==> src/rtl/apb_bridge_mslv.sv <==
// AXI4-Lite slave to multi-slave APB3/APB4 master bridge.
// One outstanding transaction, window decode with DECERR, pready timeout, fair R/W arbitration.
`timescale 1ns/1ps
module apb_bridge_mslv #(
  parameter int                ADDR_W        = 32,
  parameter int                DATA_W        = 32,
  parameter int                NO_APB_SLAVES = 8,
  parameter logic [ADDR_W-1:0] BASE_ADDR     = 32'h0013_0000,
  parameter int                WIN_LOG2      = 12,
  parameter int                TIMEOUT       = 255,
  localparam int               STRB_W        = DATA_W / 8
) (
  input  logic                                   ACLKMST_ACLK,
  input  logic                                   ARSTMS_ACLK,
  input  logic                                   s_awvalid,
  output logic                                   s_awready,
  input  logic [ADDR_W-1:0]                      s_awaddr,
  input  logic [2:0]                             s_awprot,
  input  logic                                   s_wvalid,
  output logic                                   s_wready,
  input  logic [DATA_W-1:0]                      s_wdata,
  input  logic [STRB_W-1:0]                      s_wstrb,
  output logic                                   s_bvalid,
  input  logic                                   s_bready,
  output logic [1:0]                             s_bresp,
  input  logic                                   s_arvalid,
  output logic                                   s_arready,
  input  logic [ADDR_W-1:0]                      s_araddr,
  input  logic [2:0]                             s_arprot,
  output logic                                   s_rvalid,
  input  logic                                   s_rready,
  output logic [DATA_W-1:0]                      s_rdata,
  output logic [1:0]                             s_rresp,
  output logic [ADDR_W-1:0]                      apb_paddr_o,
  output logic [2:0]                             apb_pprot_o,
  output logic [NO_APB_SLAVES-1:0]               apb_pselx_o,
  output logic                                   apb_penable_o,
  output logic                                   apb_pwrite_o,
  output logic [DATA_W-1:0]                      apb_pwdata_o,
  output logic [STRB_W-1:0]                      apb_pstrb_o,
  input  logic [NO_APB_SLAVES-1:0]               apb_pready_i,
  input  logic [NO_APB_SLAVES-1:0][DATA_W-1:0]   apb_prdata_i,
  input  logic [NO_APB_SLAVES-1:0]               apb_pslverr_i
);

  typedef enum logic [1:0] {S_IDLE, S_SETUP, S_ACCESS, S_RESP} state_e;

  localparam int         IDX_W       = (NO_APB_SLAVES > 1) ? $clog2(NO_APB_SLAVES) : 1;
  localparam int         CNT_W       = (TIMEOUT > 0) ? $clog2(TIMEOUT + 1) : 1;
  localparam int         TO_LIM      = (TIMEOUT > 0) ? TIMEOUT - 1 : 0;
  localparam logic [1:0] RESP_OKAY   = 2'b00;
  localparam logic [1:0] RESP_SLVERR = 2'b10;
  localparam logic [1:0] RESP_DECERR = 2'b11;

  state_e                     state_q, state_d;
  logic                       rr_last_wr_q, rr_last_wr_d;
  logic [ADDR_W-1:0]          paddr_q, paddr_d;
  logic [2:0]                 pprot_q, pprot_d;
  logic [NO_APB_SLAVES-1:0]   psel_q, psel_d;
  logic                       penable_q, penable_d;
  logic                       pwrite_q, pwrite_d;
  logic [DATA_W-1:0]          pwdata_q, pwdata_d;
  logic [STRB_W-1:0]          pstrb_q, pstrb_d;
  logic [IDX_W-1:0]           idx_q, idx_d;
  logic [CNT_W-1:0]           cnt_q, cnt_d;
  logic [1:0]                 resp_q, resp_d;
  logic [DATA_W-1:0]          rdata_q, rdata_d;
  logic                       bvalid_q, bvalid_d;
  logic                       rvalid_q, rvalid_d;

  logic                       wr_cand, rd_cand, grant_wr, grant_rd, done;
  logic [ADDR_W-1:0]          sel_addr, off, win;
  logic                       hit;

  assign wr_cand  = s_awvalid && s_wvalid;
  assign rd_cand  = s_arvalid;
  assign sel_addr = grant_wr ? s_awaddr : s_araddr;
  assign off      = sel_addr - BASE_ADDR;
  assign win      = off >> WIN_LOG2;
  // Lower bound checked explicitly so the subtraction cannot wrap into a window.
  assign hit      = (sel_addr >= BASE_ADDR) && (win < ADDR_W'(NO_APB_SLAVES));

  // NOTE: every variable gets a default at the top of always_comb, so no path can infer a latch.
  always_comb begin
    state_d      = state_q;
    rr_last_wr_d = rr_last_wr_q;
    paddr_d      = paddr_q;
    pprot_d      = pprot_q;
    psel_d       = psel_q;
    penable_d    = penable_q;
    pwrite_d     = pwrite_q;
    pwdata_d     = pwdata_q;
    pstrb_d      = pstrb_q;
    idx_d        = idx_q;
    cnt_d        = cnt_q;
    resp_d       = resp_q;
    rdata_d      = rdata_q;
    bvalid_d     = bvalid_q;
    rvalid_d     = rvalid_q;
    grant_wr     = 1'b0;
    grant_rd     = 1'b0;
    done         = 1'b0;

    case (state_q)
      S_IDLE: begin
        grant_wr = wr_cand && (!rd_cand || !rr_last_wr_q);
        grant_rd = rd_cand && !grant_wr;
        if (grant_wr || grant_rd) begin
          rr_last_wr_d = grant_wr;
          paddr_d      = sel_addr;
          pprot_d      = grant_wr ? s_awprot : s_arprot;
          pwrite_d     = grant_wr;
          pwdata_d     = grant_wr ? s_wdata : '0;
          pstrb_d      = grant_wr ? s_wstrb : '0;
          idx_d        = win[IDX_W-1:0];
          if (hit) begin
            psel_d                   = '0;
            psel_d[win[IDX_W-1:0]]   = 1'b1;
            state_d                  = S_SETUP;
          end else begin
            resp_d   = RESP_DECERR;
            rdata_d  = '0;
            bvalid_d = grant_wr;
            rvalid_d = grant_rd;
            state_d  = S_RESP;
          end
        end
      end
      S_SETUP: begin
        penable_d = 1'b1;
        cnt_d     = '0;
        state_d   = S_ACCESS;
      end
      S_ACCESS: begin
        if (apb_pready_i[idx_q]) begin
          resp_d  = apb_pslverr_i[idx_q] ? RESP_SLVERR : RESP_OKAY;
          rdata_d = pwrite_q ? '0 : apb_prdata_i[idx_q];
          done    = 1'b1;
        end else if ((TIMEOUT != 0) && (cnt_q == CNT_W'(TO_LIM))) begin
          resp_d  = RESP_SLVERR;
          rdata_d = '0;
          done    = 1'b1;
        end else if (cnt_q != '1) begin
          cnt_d = cnt_q + CNT_W'(1);
        end
        if (done) begin
          psel_d    = '0;
          penable_d = 1'b0;
          bvalid_d  = pwrite_q;
          rvalid_d  = !pwrite_q;
          state_d   = S_RESP;
        end
      end
      S_RESP: begin
        if ((bvalid_q && s_bready) || (rvalid_q && s_rready)) begin
          bvalid_d = 1'b0;
          rvalid_d = 1'b0;
          state_d  = S_IDLE;
        end
      end
      default: state_d = S_IDLE;
    endcase
  end

  // NOTE: state is updated with non-blocking assignments only; the reset clears every register.
  always_ff @(posedge ACLKMST_ACLK) begin
    if (ARSTMS_ACLK) begin
      state_q      <= S_IDLE;
      rr_last_wr_q <= 1'b0;
      paddr_q      <= '0;
      pprot_q      <= '0;
      psel_q       <= '0;
      penable_q    <= 1'b0;
      pwrite_q     <= 1'b0;
      pwdata_q     <= '0;
      pstrb_q      <= '0;
      idx_q        <= '0;
      cnt_q        <= '0;
      resp_q       <= '0;
      rdata_q      <= '0;
      bvalid_q     <= 1'b0;
      rvalid_q     <= 1'b0;
    end else begin
      state_q      <= state_d;
      rr_last_wr_q <= rr_last_wr_d;
      paddr_q      <= paddr_d;
      pprot_q      <= pprot_d;
      psel_q       <= psel_d;
      penable_q    <= penable_d;
      pwrite_q     <= pwrite_d;
      pwdata_q     <= pwdata_d;
      pstrb_q      <= pstrb_d;
      idx_q        <= idx_d;
      cnt_q        <= cnt_d;
      resp_q       <= resp_d;
      rdata_q      <= rdata_d;
      bvalid_q     <= bvalid_d;
      rvalid_q     <= rvalid_d;
    end
  end

  assign s_awready     = grant_wr && !ARSTMS_ACLK;
  assign s_wready      = grant_wr && !ARSTMS_ACLK;
  assign s_arready     = grant_rd && !ARSTMS_ACLK;
  assign s_bvalid      = bvalid_q;
  assign s_bresp       = bvalid_q ? resp_q : 2'b00;
  assign s_rvalid      = rvalid_q;
  assign s_rresp       = rvalid_q ? resp_q : 2'b00;
  assign s_rdata       = rvalid_q ? rdata_q : '0;
  assign apb_paddr_o   = paddr_q;
  assign apb_pprot_o   = pprot_q;
  assign apb_pselx_o   = psel_q;
  assign apb_penable_o = penable_q;
  assign apb_pwrite_o  = pwrite_q;
  assign apb_pwdata_o  = pwdata_q;
  assign apb_pstrb_o   = pstrb_q;

endmodule

==> config.mk <==
export PLATFORM = sky130hd
export DESIGN_NAME = apb_bridge_mslv
export DESIGN_NICKNAME = d
export VERILOG_FILES = /design/src/rtl/apb_bridge_mslv.sv
export SDC_FILE = /design/constraint.sdc
export NUM_CORES = 1
export LEC_CHECK = 0
export CAP_MARGIN = 40
export CORE_AREA = 2 2 198 200
export DETAILED_ROUTE_END_ITERATION = 16
export DIE_AREA = 0 0 200 202
export PLACE_DENSITY = 0.45
export SLEW_MARGIN = 20
export SYNTH_ARGS = -nofsm -noshare
export SYNTH_HDL_FRONTEND = slang
export SYNTH_SLANG_ARGS = --single-unit
==> constraint.sdc <==
create_clock -name ACLKMST_ACLK -period 3.8 [get_ports ACLKMST_ACLK]
set_input_delay 0.76 -clock ACLKMST_ACLK [delete_from_list [all_inputs] [get_ports ACLKMST_ACLK]]
set_output_delay 0.76 -clock ACLKMST_ACLK [all_outputs]
set_load 0.005 [all_outputs]
==> impl_metrics.py <==
metrics = {
    "timing": {
        "whs_ns": 0.463,
        "finClkSkew_ns": 0.00720,
        "fin_crit_sh": 0.893,
        "period_needed_ns": 3.39,
        "postLayoutSetupSlackWorst_ns": 0.405,
        "rsz0062_at_grt": "no",
        "max_slew_margin": 0.461,
        "setup_viol": 0,
        "max_freq_mhz": 295,
        "slew_viol_final": 0,
        "hold_viol": 0,
        "tightest_slew_ns": 0.809,
        "tns_ns": 0,
    },
    "run_status": {
        "outcome": "complete, no violations",
    },
    "logic_synthesis": {
        "synth_cells": 714,
        "synth_ff_type": "dfxtp_1",
        "synth_area_mm2": 0.00733,
        "async_flop_share": 0,
        "avgSynthCellArea_um2": 10.3,
        "ys_warn_count": 0,
        "synth_nets": 1107,
        "ys_seq_area_frac": 0.347,
        "synth.distinct_cells": 55,
        "synth_edf_count": 0,
        "yosys_register_bits": 127,
    },
    "grt": {
        "met2_usage": 0.306,
        "antenna_found_initial": 1,
        "grt_pass1_wl_mm": 52.4,
        "grt_max_degree": 66,
        "gr-usage-met1": 0.214,
        "grt_overflow_total": 0,
        "top_usage_layer": "met2",
        "track_usage": 0.176,
        "grt_pass1_vias": 7956,
        "use_met3": 0.0471,
    },
    "clocking": {
        "cts_buffer_depth": 2,
        "clock_latency_ns": 0.42,
        "clkTransAtPathRegs_ns": 0.06,
        "cts_resized": 0,
        "h-tree-depth": 4,
        "hold_buffers": 0,
        "clock-root-buffer": "clkbuf_16",
        "cts_setup_buffers": 0,
        "cts_tree": "yes",
        "cts_sinks": 127,
        "cts_made_buffers": 17,
    },
    "power_and_ir_drop": {
        "p_leak_nw": 4.74,
        "power.density_mw_per_mm2": 483,
        "total_power_w": 0.00657,
        "ir_drop_uv": 259,
    },
    "routing": {
        "wirelength_mm": 36.3,
        "via_count": 7815,
        "drt_iter0_markers": 394,
        "antenna_left": 0,
        "viasPerCell": 4.54,
        "wl_per_cell_um": 21.1,
        "drcViolationCount": 0,
        "dr.pass1.iters": 6,
    },
    "finish": {
        "syn2layout_area_growth_pct": 85.6,
        "fin_util": 0.355,
        "nNetsFinal": 1584,
        "layout-drive-gt1-share": 0.106,
        "antenna_cells": 0,
    },
    "die": {
        "chipHeight_um": 202,
        "io_pins": 507,
        "die_area_mm2": 0.0404,
        "die_x_um": 200,
        "core_region_area_mm2": 0.0383,
        "rows": 72,
        "initial_core_util": 0.191,
    },
    "critical_path": {
        "cp_max_fo": 8,
        "reg2reg_depth": 6,
        "start_kind": "flop",
        "crit_type": "flop to output port",
        "rr_startpoint": "apb_paddr_o[12]$_SDFFE_PP0P_",
        "cp_data_arrival_time_ns": 2.63,
        "r2r_slack_ns": 1.05,
        "cp-end-kind": "output port",
        "r2r-end": "s_rvalid$_SDFFE_PP0P_",
        "cp.required_ns": 3.04,
    },
    "hold_path": {
        "min_from": "rdata_q[17]$_SDFFE_PP0P_",
        "whs_path_depth": 2,
        "hp-class": "flop to flop",
        "holdPathEnd": "rdata_q[17]$_SDFFE_PP0P_",
    },
    "flow_run": {
        "cap_violations": 0,
    },
    "placed_design": {
        "io_buffers": 506,
        "gp_congestion": 0.813,
        "hpwl_mm": 29.1,
        "place_ws_ns": 0.435,
    },
}
layout by cell type, fill, tap and decap left out, types with 32 or more instances in the layout:
cell,n
clkdlybuf4s50_1,505
dfxtp_1,124
nand3_1,71
mux4_2,67
nand2_1,46
nor2_1,43
mux2i_1,41
and2_1,38
a22o_1,36
a311oi_1,32
o31ai_1,32
registers in the layout (all words and copies together) (netlist names), 2 cells and up:
| register | flops |
|---|---|
| apb_pstrb_o | 4 |
| apb_pselx_o | 8 |
| rdata_q | 32 |
| state_q | 2 |
| cnt_q | 8 |
| resp_q | 2 |
| apb_pprot_o | 3 |
| apb_paddr_o | 32 |
| apb_pwdata_o | 32 |
metrics by stage:
step	std cells	area [um^2]
global placement	1689	13000
global route	1722	13600
detailed placement	1689	13000
CTS	1721	13600
finish	1722	13600
floorplan	714	7330
layer usage:
layer | wire (um) | share of wire | vias to the layer above
met4 | 453 | 0.012 | 2
met3 | 2480 | 0.068 | 19
li1 | - | - | 3751
met1 | 14900 | 0.41 | 3752
met2 | 18500 | 0.51 | 291
met5 | 13 | 0.00036 | -
worst max path at each step:
stage | start | end | slack [ns] | cells past startpoint
4_1_cts | state_q[0]$_SDFFE_PP0P_ | s_awready | 0.34 | 6
5_1_grt | state_q[0]$_SDFFE_PP0P_ | s_awready | 0.24 | 6
6_report | state_q[0]$_SDFFE_PP0P_ | s_awready | 0.41 | 6
2_1_floorplan | apb_pready_i[7] | s_rvalid$_SDFFE_PP0P_ | 1.23 | 6
3_3_place_gp | s_wvalid | s_awready | 0.45 | 5
3_5_place_dp | s_wvalid | s_awready | 0.43 | 5
cells by family (layout without fill, tap and decap cells):
family / count (synthesis) / after routing / share of synthesized area
fa+ha+maj: 8 / 8 / 0.0137
flops: 127 / 127 / 0.347
buf+inv: 75 / 565 / 0.0408
compound gates: 150 / 150 / 0.167
xor+xnor: 2 / 2 / 0.00239
mux: 109 / 109 / 0.263
simple gates: 243 / 243 / 0.165
synthesized netlist by cell type (2+ instances only):
cell type / n / share of area
or3_1: 5 / 0.0043
o211ai_1: 2 / 0.0020
a31oi_1: 6 / 0.0051
and3_1: 2 / 0.0017
buf_1: 7 / 0.0036
nor3b_1: 2 / 0.0020
nor2_1: 46 / 0.024
mux2i_1: 41 / 0.056
inv_1: 7 / 0.0036
o21ai_0: 5 / 0.0034
a21oi_1: 9 / 0.0061
nor3_1: 9 / 0.0061
ha_1: 8 / 0.014
nor2b_1: 5 / 0.0043
nor4_1: 4 / 0.0034
nand3_1: 71 / 0.048
nand2_1: 46 / 0.024
a22o_1: 36 / 0.043
a211o_1: 3 / 0.0036
o2bb2ai_1: 8 / 0.0096
a211oi_1: 5 / 0.0051
nor4bb_1: 2 / 0.0027
a311oi_1: 32 / 0.038
clkbuf_1: 50 / 0.026
mux4_2: 67 / 0.21
and2_1: 38 / 0.032
nor4b_1: 2 / 0.0024
buf_4: 2 / 0.0020
dfxtp_1: 127 / 0.35
buf_2: 8 / 0.0055
nand4_1: 4 / 0.0034
o31ai_1: 32 / 0.033
layout make-up:
cell class	count	area (um^2)
repair buffers	525	5250
multi-input cells	512	4520
fillers	3883	24700
flip-flops and latches	127	2550
well taps	518	648
inverters	8	30.0
clock inverters	11	164
clock buffers	21	450
worst max-delay path, cell delays in order, from the launching register on:
cell and delay (ns):
dfxtp_1 0.35, inv_1 0.13, ha_1 0.41, and3_1 0.35, nand2_1 0.14, nor2_2 0.28, clkdlybuf4s50_1 0.57
power by group:
part	internal (W)	leakage (nW)	switching, W
clock	0.00111	0.297	0.000633
sequential	0.00157	1.04	0.000208
combinational	0.00160	3.40	0.00144
(Power assumes the default switching activity.)
